$ cat config.mk
export PLATFORM = sky130hd
export DESIGN_NAME = div_issue_ctrl
export DESIGN_NICKNAME = d
export VERILOG_FILES = /design/src/rtl/div_issue_ctrl.sv
export SDC_FILE = /design/constraint.sdc
export NUM_CORES = 1
export LEC_CHECK = 0
export CAP_MARGIN = 25
export CORE_MARGIN = 2
export CORE_UTILIZATION = 41
export CTS_BUF_LIST = sky130_fd_sc_hd__clkbuf_4 sky130_fd_sc_hd__clkbuf_8 sky130_fd_sc_hd__clkbuf_16
export CTS_CLUSTER_SIZE = 14
export DETAILED_ROUTE_END_ITERATION = 12
export PLACE_DENSITY = 0.95
export SETUP_SLACK_MARGIN = 0.3
export SYNTH_ARGS = -nofsm -noshare
export SYNTH_HDL_FRONTEND = slang
export SYNTH_SLANG_ARGS = --single-unit
$ cat constraint.sdc
create_clock -name div_clk -period 3.94 [get_ports div_clk]
set_input_delay 1.182 -clock div_clk [delete_from_list [all_inputs] [get_ports div_clk]]
set_output_delay 1.182 -clock div_clk [all_outputs]
set_load 0.05 [all_outputs]
$ cat src/rtl/div_issue_ctrl.sv
// -----------------------------------------------------------------------------
// div_issue_ctrl
//
// Issue/response controller that sits between the EX stage and an iterative
// divider. It accepts one divide request at a time, latches the operands,
// runs the divider until it reports completion, then holds the quotient and
// remainder until the consumer takes them. A watchdog ends operations that
// never complete.
//
// Ports
//   div_clk       clock, all state updates on the rising edge
//   resetn        synchronous active-low reset
//   req_valid     request valid from EX
//   req_ready     controller idle and able to take a request
//   req_signed    request is a signed divide
//   req_x, req_y  dividend, divisor
//   div           divider enable (high only while running)
//   div_signed    signedness to the divider (from the operand register)
//   div_x, div_y  dividend, divisor to the divider (from operand registers)
//   choke         freezes the divider while a result waits
//   div_s, div_r  divider quotient and remainder
//   div_complete  divider result valid (honoured only while running)
//   rsp_valid     result available
//   rsp_ready     consumer takes the result
//   rsp_lo        quotient
//   rsp_hi        remainder
//   busy          controller not idle
//   cyc_cnt       cycles spent running the current operation (saturates at 63)
//
// Configuration
//   DIV_ZERO_BYPASS_EN  when defined, a zero divisor skips the divider and
//                       returns quotient all-ones, remainder = dividend after
//                       a single extra state. Undefined: normal divider path.
// -----------------------------------------------------------------------------
module div_issue_ctrl (
    input  logic        div_clk,
    input  logic        resetn,

    input  logic        req_valid,
    output logic        req_ready,
    input  logic        req_signed,
    input  logic [31:0] req_x,
    input  logic [31:0] req_y,

    output logic        div,
    output logic        div_signed,
    output logic [31:0] div_x,
    output logic [31:0] div_y,
    output logic        choke,

    input  logic [31:0] div_s,
    input  logic [31:0] div_r,
    input  logic        div_complete,

    output logic        rsp_valid,
    input  logic        rsp_ready,
    output logic [31:0] rsp_lo,
    output logic [31:0] rsp_hi,

    output logic        busy,
    output logic [5:0]  cyc_cnt
);

    localparam logic [1:0] S_IDLE = 2'd0;
    localparam logic [1:0] S_RUN  = 2'd1;
    localparam logic [1:0] S_DONE = 2'd2;
`ifdef DIV_ZERO_BYPASS_EN
    localparam logic [1:0] S_ZERO = 2'd3;
`endif

    localparam logic [5:0] CYC_MAX = 6'd63;

    logic [1:0]  state_q,     state_d;
    logic        op_signed_q, op_signed_d;
    logic [31:0] op_x_q,      op_x_d;
    logic [31:0] op_y_q,      op_y_d;
    logic [5:0]  cyc_cnt_q,   cyc_cnt_d;
    logic [31:0] rsp_lo_q,    rsp_lo_d;
    logic [31:0] rsp_hi_q,    rsp_hi_d;

    always_comb begin
        state_d     = state_q;
        op_signed_d = op_signed_q;
        op_x_d      = op_x_q;
        op_y_d      = op_y_q;
        cyc_cnt_d   = cyc_cnt_q;
        rsp_lo_d    = rsp_lo_q;
        rsp_hi_d    = rsp_hi_q;

        case (state_q)
            S_IDLE: begin
                if (req_valid) begin
                    op_signed_d = req_signed;
                    op_x_d      = req_x;
                    op_y_d      = req_y;
                    cyc_cnt_d   = '0;
`ifdef DIV_ZERO_BYPASS_EN
                    if (req_y == '0) begin
                        state_d = S_ZERO;
                    end else begin
                        state_d = S_RUN;
                    end
`else
                    state_d = S_RUN;
`endif
                end
            end

            S_RUN: begin
                if (cyc_cnt_q != CYC_MAX) begin
                    cyc_cnt_d = cyc_cnt_q + 6'd1;
                end
                // A real completion wins over the watchdog in the same cycle.
                if (div_complete) begin
                    rsp_lo_d = div_s;
                    rsp_hi_d = div_r;
                    state_d  = S_DONE;
                end else if (cyc_cnt_q == CYC_MAX) begin
                    rsp_lo_d = '1;
                    rsp_hi_d = '1;
                    state_d  = S_DONE;
                end
            end

`ifdef DIV_ZERO_BYPASS_EN
            S_ZERO: begin
                rsp_lo_d = '1;
                rsp_hi_d = op_x_q;
                state_d  = S_DONE;
            end
`endif

            S_DONE: begin
                // Return to idle only; a new request waits one more cycle.
                if (rsp_ready) begin
                    state_d = S_IDLE;
                end
            end

            default: begin
                state_d = S_IDLE;
            end
        endcase
    end

    always_ff @(posedge div_clk) begin
        if (!resetn) begin
            state_q     <= S_IDLE;
            op_signed_q <= 1'b0;
            op_x_q      <= '0;
            op_y_q      <= '0;
            cyc_cnt_q   <= '0;
            rsp_lo_q    <= '0;
            rsp_hi_q    <= '0;
        end else begin
            state_q     <= state_d;
            op_signed_q <= op_signed_d;
            op_x_q      <= op_x_d;
            op_y_q      <= op_y_d;
            cyc_cnt_q   <= cyc_cnt_d;
            rsp_lo_q    <= rsp_lo_d;
            rsp_hi_q    <= rsp_hi_d;
        end
    end

    assign req_ready  = (state_q == S_IDLE);
    assign busy       = (state_q != S_IDLE);
    assign div        = (state_q == S_RUN);
    assign choke      = (state_q == S_DONE);
    assign rsp_valid  = (state_q == S_DONE);

    // Divider operands come only from the latched registers so they cannot
    // move while the divider iterates or while the result is held.
    assign div_signed = op_signed_q;
    assign div_x      = op_x_q;
    assign div_y      = op_y_q;

    assign rsp_lo     = rsp_lo_q;
    assign rsp_hi     = rsp_hi_q;
    assign cyc_cnt    = cyc_cnt_q;

endmodule

* After elaboration in Yosys (flattened, before gate mapping)
Cells that the tools add are included.
** Word-level totals
- Register bits :: 137
- Input port bits :: 134
- Output and inout port bits :: 140
** Cells by class
- Add/subtract/negate cells :: 1
- Equality and inequality tests :: 8
- Mux-type cells :: 11
- Reductions and logical operators :: 8
** Operators by type and width (number)
- $mux W32 :: 3
- $mux W6 :: 2
- $pmux W6 S2 :: 1
- $mux W2 :: 4
- $add A6 B1 Y6 const B :: 1
- $eq A6 B6 Y1 const B :: 1
- $ne A6 B6 Y1 const B :: 1
- $pmux W2 S3 :: 1
- $reduce_and A3 Y1 :: 2
- $reduce_bool A2 Y1 :: 3
- $ne A2 B1 Y1 const B :: 2
- $reduce_and A2 Y1 :: 2
- $ne A3 B1 Y1 const B :: 1
- $eq A2 B1 Y1 const B :: 1
- $eq A2 B2 Y1 const B :: 1
- $logic_not A2 Y1 :: 1
- $ne A2 B2 Y1 const B :: 1

* Longest topological paths before layout
- Depth after elaboration :: 4
- Depth in mapped cells :: 7
- Mapped depth without buffers :: 5

* Worst setup path before layout
No wires, ideal clock.
- Path type :: register to output
- From :: register state_q[0]
- To :: output busy
- Arrival :: 1.547 ns
- Required time :: 2.758 ns
- Path slack :: 1.211 ns
- Stages on the path, launching flop included :: 3
- Buffers on the path :: 0
- Cells stage by stage :: dfxtp_1 > nor2_1 > inv_1
** Between the ends
- Word-level cells in the longest chain between the ends :: 1
** Ends and longest elaborated chain
- start, declared :: line 73 : logic [1:0] state_q, state_d;
- start signal, assigned :: line 156 : state_q <= state_d;
- $reduce_bool A2 Y1 :: line 167 : assign busy = (state_q != S_IDLE);
- end, declared :: line 60 : output logic busy,
Every way passes these cells.

* Final worst setup path
- From :: register state_q[1]
- To :: output div
** Between the ends
- Word-level cells in the longest chain between the ends :: 1
** Ends and longest elaborated chain
- $eq A2 B1 Y1 :: line 168 : assign div = (state_q == S_RUN);
- end, declared :: line 45 : output logic div,
Every way passes these cells.

==> metrics.txt <==
Unique masters post-synth 34; CORE AREA between 10000 and 15000 um^2; Post-CTS Setup Inserts 0; fillers a little under 800; Worst R2R Path Depth 6; Die Y about 110 um; CP endpoint kind output pin; vias in the first global route approximately 4600; VDD IR-drop max approximately 0.00027 V; pin count of the biggest net entering global routing ~140; combinational family with the most area after synthesis compound AO/OA/AOI/OAI gates; Max stage delay on crit path between 800 and 900 ps; Sink Count around 140; wire per inst roughly 17 um; Multi-input gate area a little under 2000 um^2; start point of the critical path state_q[1]; proportion of synthesized area in mux cells 0.00203; CP Class flip-flop to output pin; Most used DFF post-synth dfxtp_1; Clock transition at path regs around 50 ps; # port buffers between 200 and 300; Syn. warnings 0; XOR/XNOR Fraction of Synth Area 0.00178; crit path launch type flip-flop; Die ar. 12900 um^2; Fin. Hold Viols 0; skew final slightly below 5 ps; I/O Pins between 200 and 300; compound-gate portion of the synthesized area 0.263; Hold WS 453 ps; CTS max path bufs 2; Hold Path Stages 2; Max Slew Vio Count 0; hold_sp div_x[11]; syn nets ~620; First-pass DRT Iterations 4; Reg2Reg Setup Slack ~1900 ps; Hold WC Path Type flip-flop to flip-flop; Worst EP arrival between 1500 and 2000 ps; max_slew headroom 0.367; critical path peak fanout 6; Post-synth EDFFs 0; Hold EP div_x[11]; Site Rows 40; DRT iter0 DRCs between 200 and 250; leak pwr slightly above 0.003 uW; CTS tree done; critical path required time ~2800 ps; final non-filler cell total about 890; TritonCTS Buffers 17; nets 871; global-route wire length before repair roughly 23000 um; Sum Neg Setup Slack 0 ps; Final Util 0.698; Initial Util 0.416; Post-Syn Area roughly 4900 um^2; sequential share of the synthesized area 0.556; Min Clock Period, post-route around 3100 ps; final WL ~15000 um; # resized after CTS 0; via count 4595; ys async rst share 0; Simple-Gate Fraction of Synth Area 0.128; max-cap violations 0; R2R Path End rsp_hi[10]; Overall Global Routing Usage 0.225; CP Cell Sequence nand2b_2, inv_2, clkdlybuf4s50_1; placed cells about 860; Power Dens Cells approximately 460 nW/um^2; share of cells above drive strength 1 0.0577; routability cong. ~0.8; DR vias/cell approximately 5; Slowest-stage cell, CP clkdlybuf4s50_1; r2r startpoint cyc_cnt[1]; status finished, final reports clean; post-DP HPWL around 10000 um; register area around 2700 um^2; Mapped Cells 481; DRT antenna net count 0; ANT cells 0; worst skew pair latency about 400 ps; synthesis-to-finish area growth 68.0%; total gr overflow 0; Avg Cell Area, Syn a little over 10 um^2; number of synthesized register bits about 140; Max Clock Freq between 0.3 and 0.4 GHz; crit share post-route 0.794; clk root buf clkbuf_16; Slew @ Worst Pin around 950 ps; Residual DRC 0; Post-Synth Adder-Cell Area 0.00254; Finish-stage setup viols 0; RSZ-0062 raised after global routing false; CTS H-tree depth 4; initial antenna violation count 0; cts hold-fix bufs 0; Die W around 110 um
==> layout by cell type (no fill, tap or decap), types with 2 or more instances in the layout <==
master           count
clkdlybuf4s50_1    272
dfxtp_1            137
nand2_1            135
a21boi_1            66
o221a_1             65
clkbuf_16           17
nand3_1              5
clkbuf_8             5
buf_4                4
nor2b_1              3
clkbuf_4             3
nor2_1               2
nand2_2              2
clkinv_2             2
buf_16               2
==> synth_stat cells, drive strengths merged, types with 2 or more instances <==
cell type / n / area, um^2
nor2b: 3 / 18.8
dfxtp: 137 / 2740
inv: 2 / 7.50
o21a: 2 / 15.0
nor2: 2 / 7.51
o221a: 65 / 732
and2: 2 / 15.0
o21ai: 2 / 10.0
buf: 18 / 129
nand3: 5 / 25.0
clkbuf: 25 / 93.8
nand2: 137 / 514
a21boi: 66 / 495
==> metal layers <==
metal / up-vias / wire [um] / GRT usage
met4: 0 / 336 / 0.105
met5: - / 0 / 0
met2: 205 / 7280 / 0.383
met1: 2146 / 5910 / 0.250
li1: 2216 / - / -
met3: 28 / 1300 / 0.0829
==> state kept, by name, indices dropped and copies added, names as in the netlist <==
register    flops
cyc_cnt         6
div_y          32
rsp_lo         32
div_signed      1
rsp_hi         32
div_x          32
state_q         2
==> through the flow <==
step	total power, uW	worst slack (ps)	area [um^2]
6_report	3810	812	8280
5_1_grt	3940	735	8280
4_1_cts	3840	790	8260
3_5_place_dp	2350	803	7700
3_3_place_gp	2320	938	7670
2_1_floorplan	2000	1210	4930
==> how the worst max path moves through the flow <==
stage,to,slack (ps),cells after the start
final,div,810,3
after global routing,div,730,3
after CTS,div,790,3
after detailed placement,div_y[26],800,5
after global placement,div_y[6],940,5
after floorplan,busy,1210,2
==> report_power, final <==
| group | leakage [uW] | internal (uW) | switching, uW |
|---|---|---|---|
| Sequential | 0.00112 | 1470 | 47.6 |
| Combinational | 0.00169 | 332 | 475 |
| Clock | 0.000281 | 956 | 527 |
| Total | 0.00309 | 2760 | 1050 |
==> critical path: cells and delay by family (launching register included) <==
kind                   cells  cell delay (ps)
buffers and inverters      2              950
DFF                        1              350
and+or+nand+nor            1              240
==> cell type report <==
cell class / count / share of cell area
clock buffer: 25 / 0.0624
sequential: 137 / 0.331
timing repair buffer: 279 / 0.341
clock inverter: 3 / 0.00483
inverter: 2 / 0.000906
multi-input combinational: 299 / 0.237
tap: 147 / 0.0222
==> cells by family (layout without fill, tap and decap cells) <==
group,after synthesis,after routing
and+or+nand+nor,155,155
AOI/OAI and AO/OA,141,141
DFF,137,137
buffers and inverters,45,309
adders and majority gates,1,1
xor gates and xnor gates,1,1
muxes,1,1
Power figures use the tool's default switching activity.
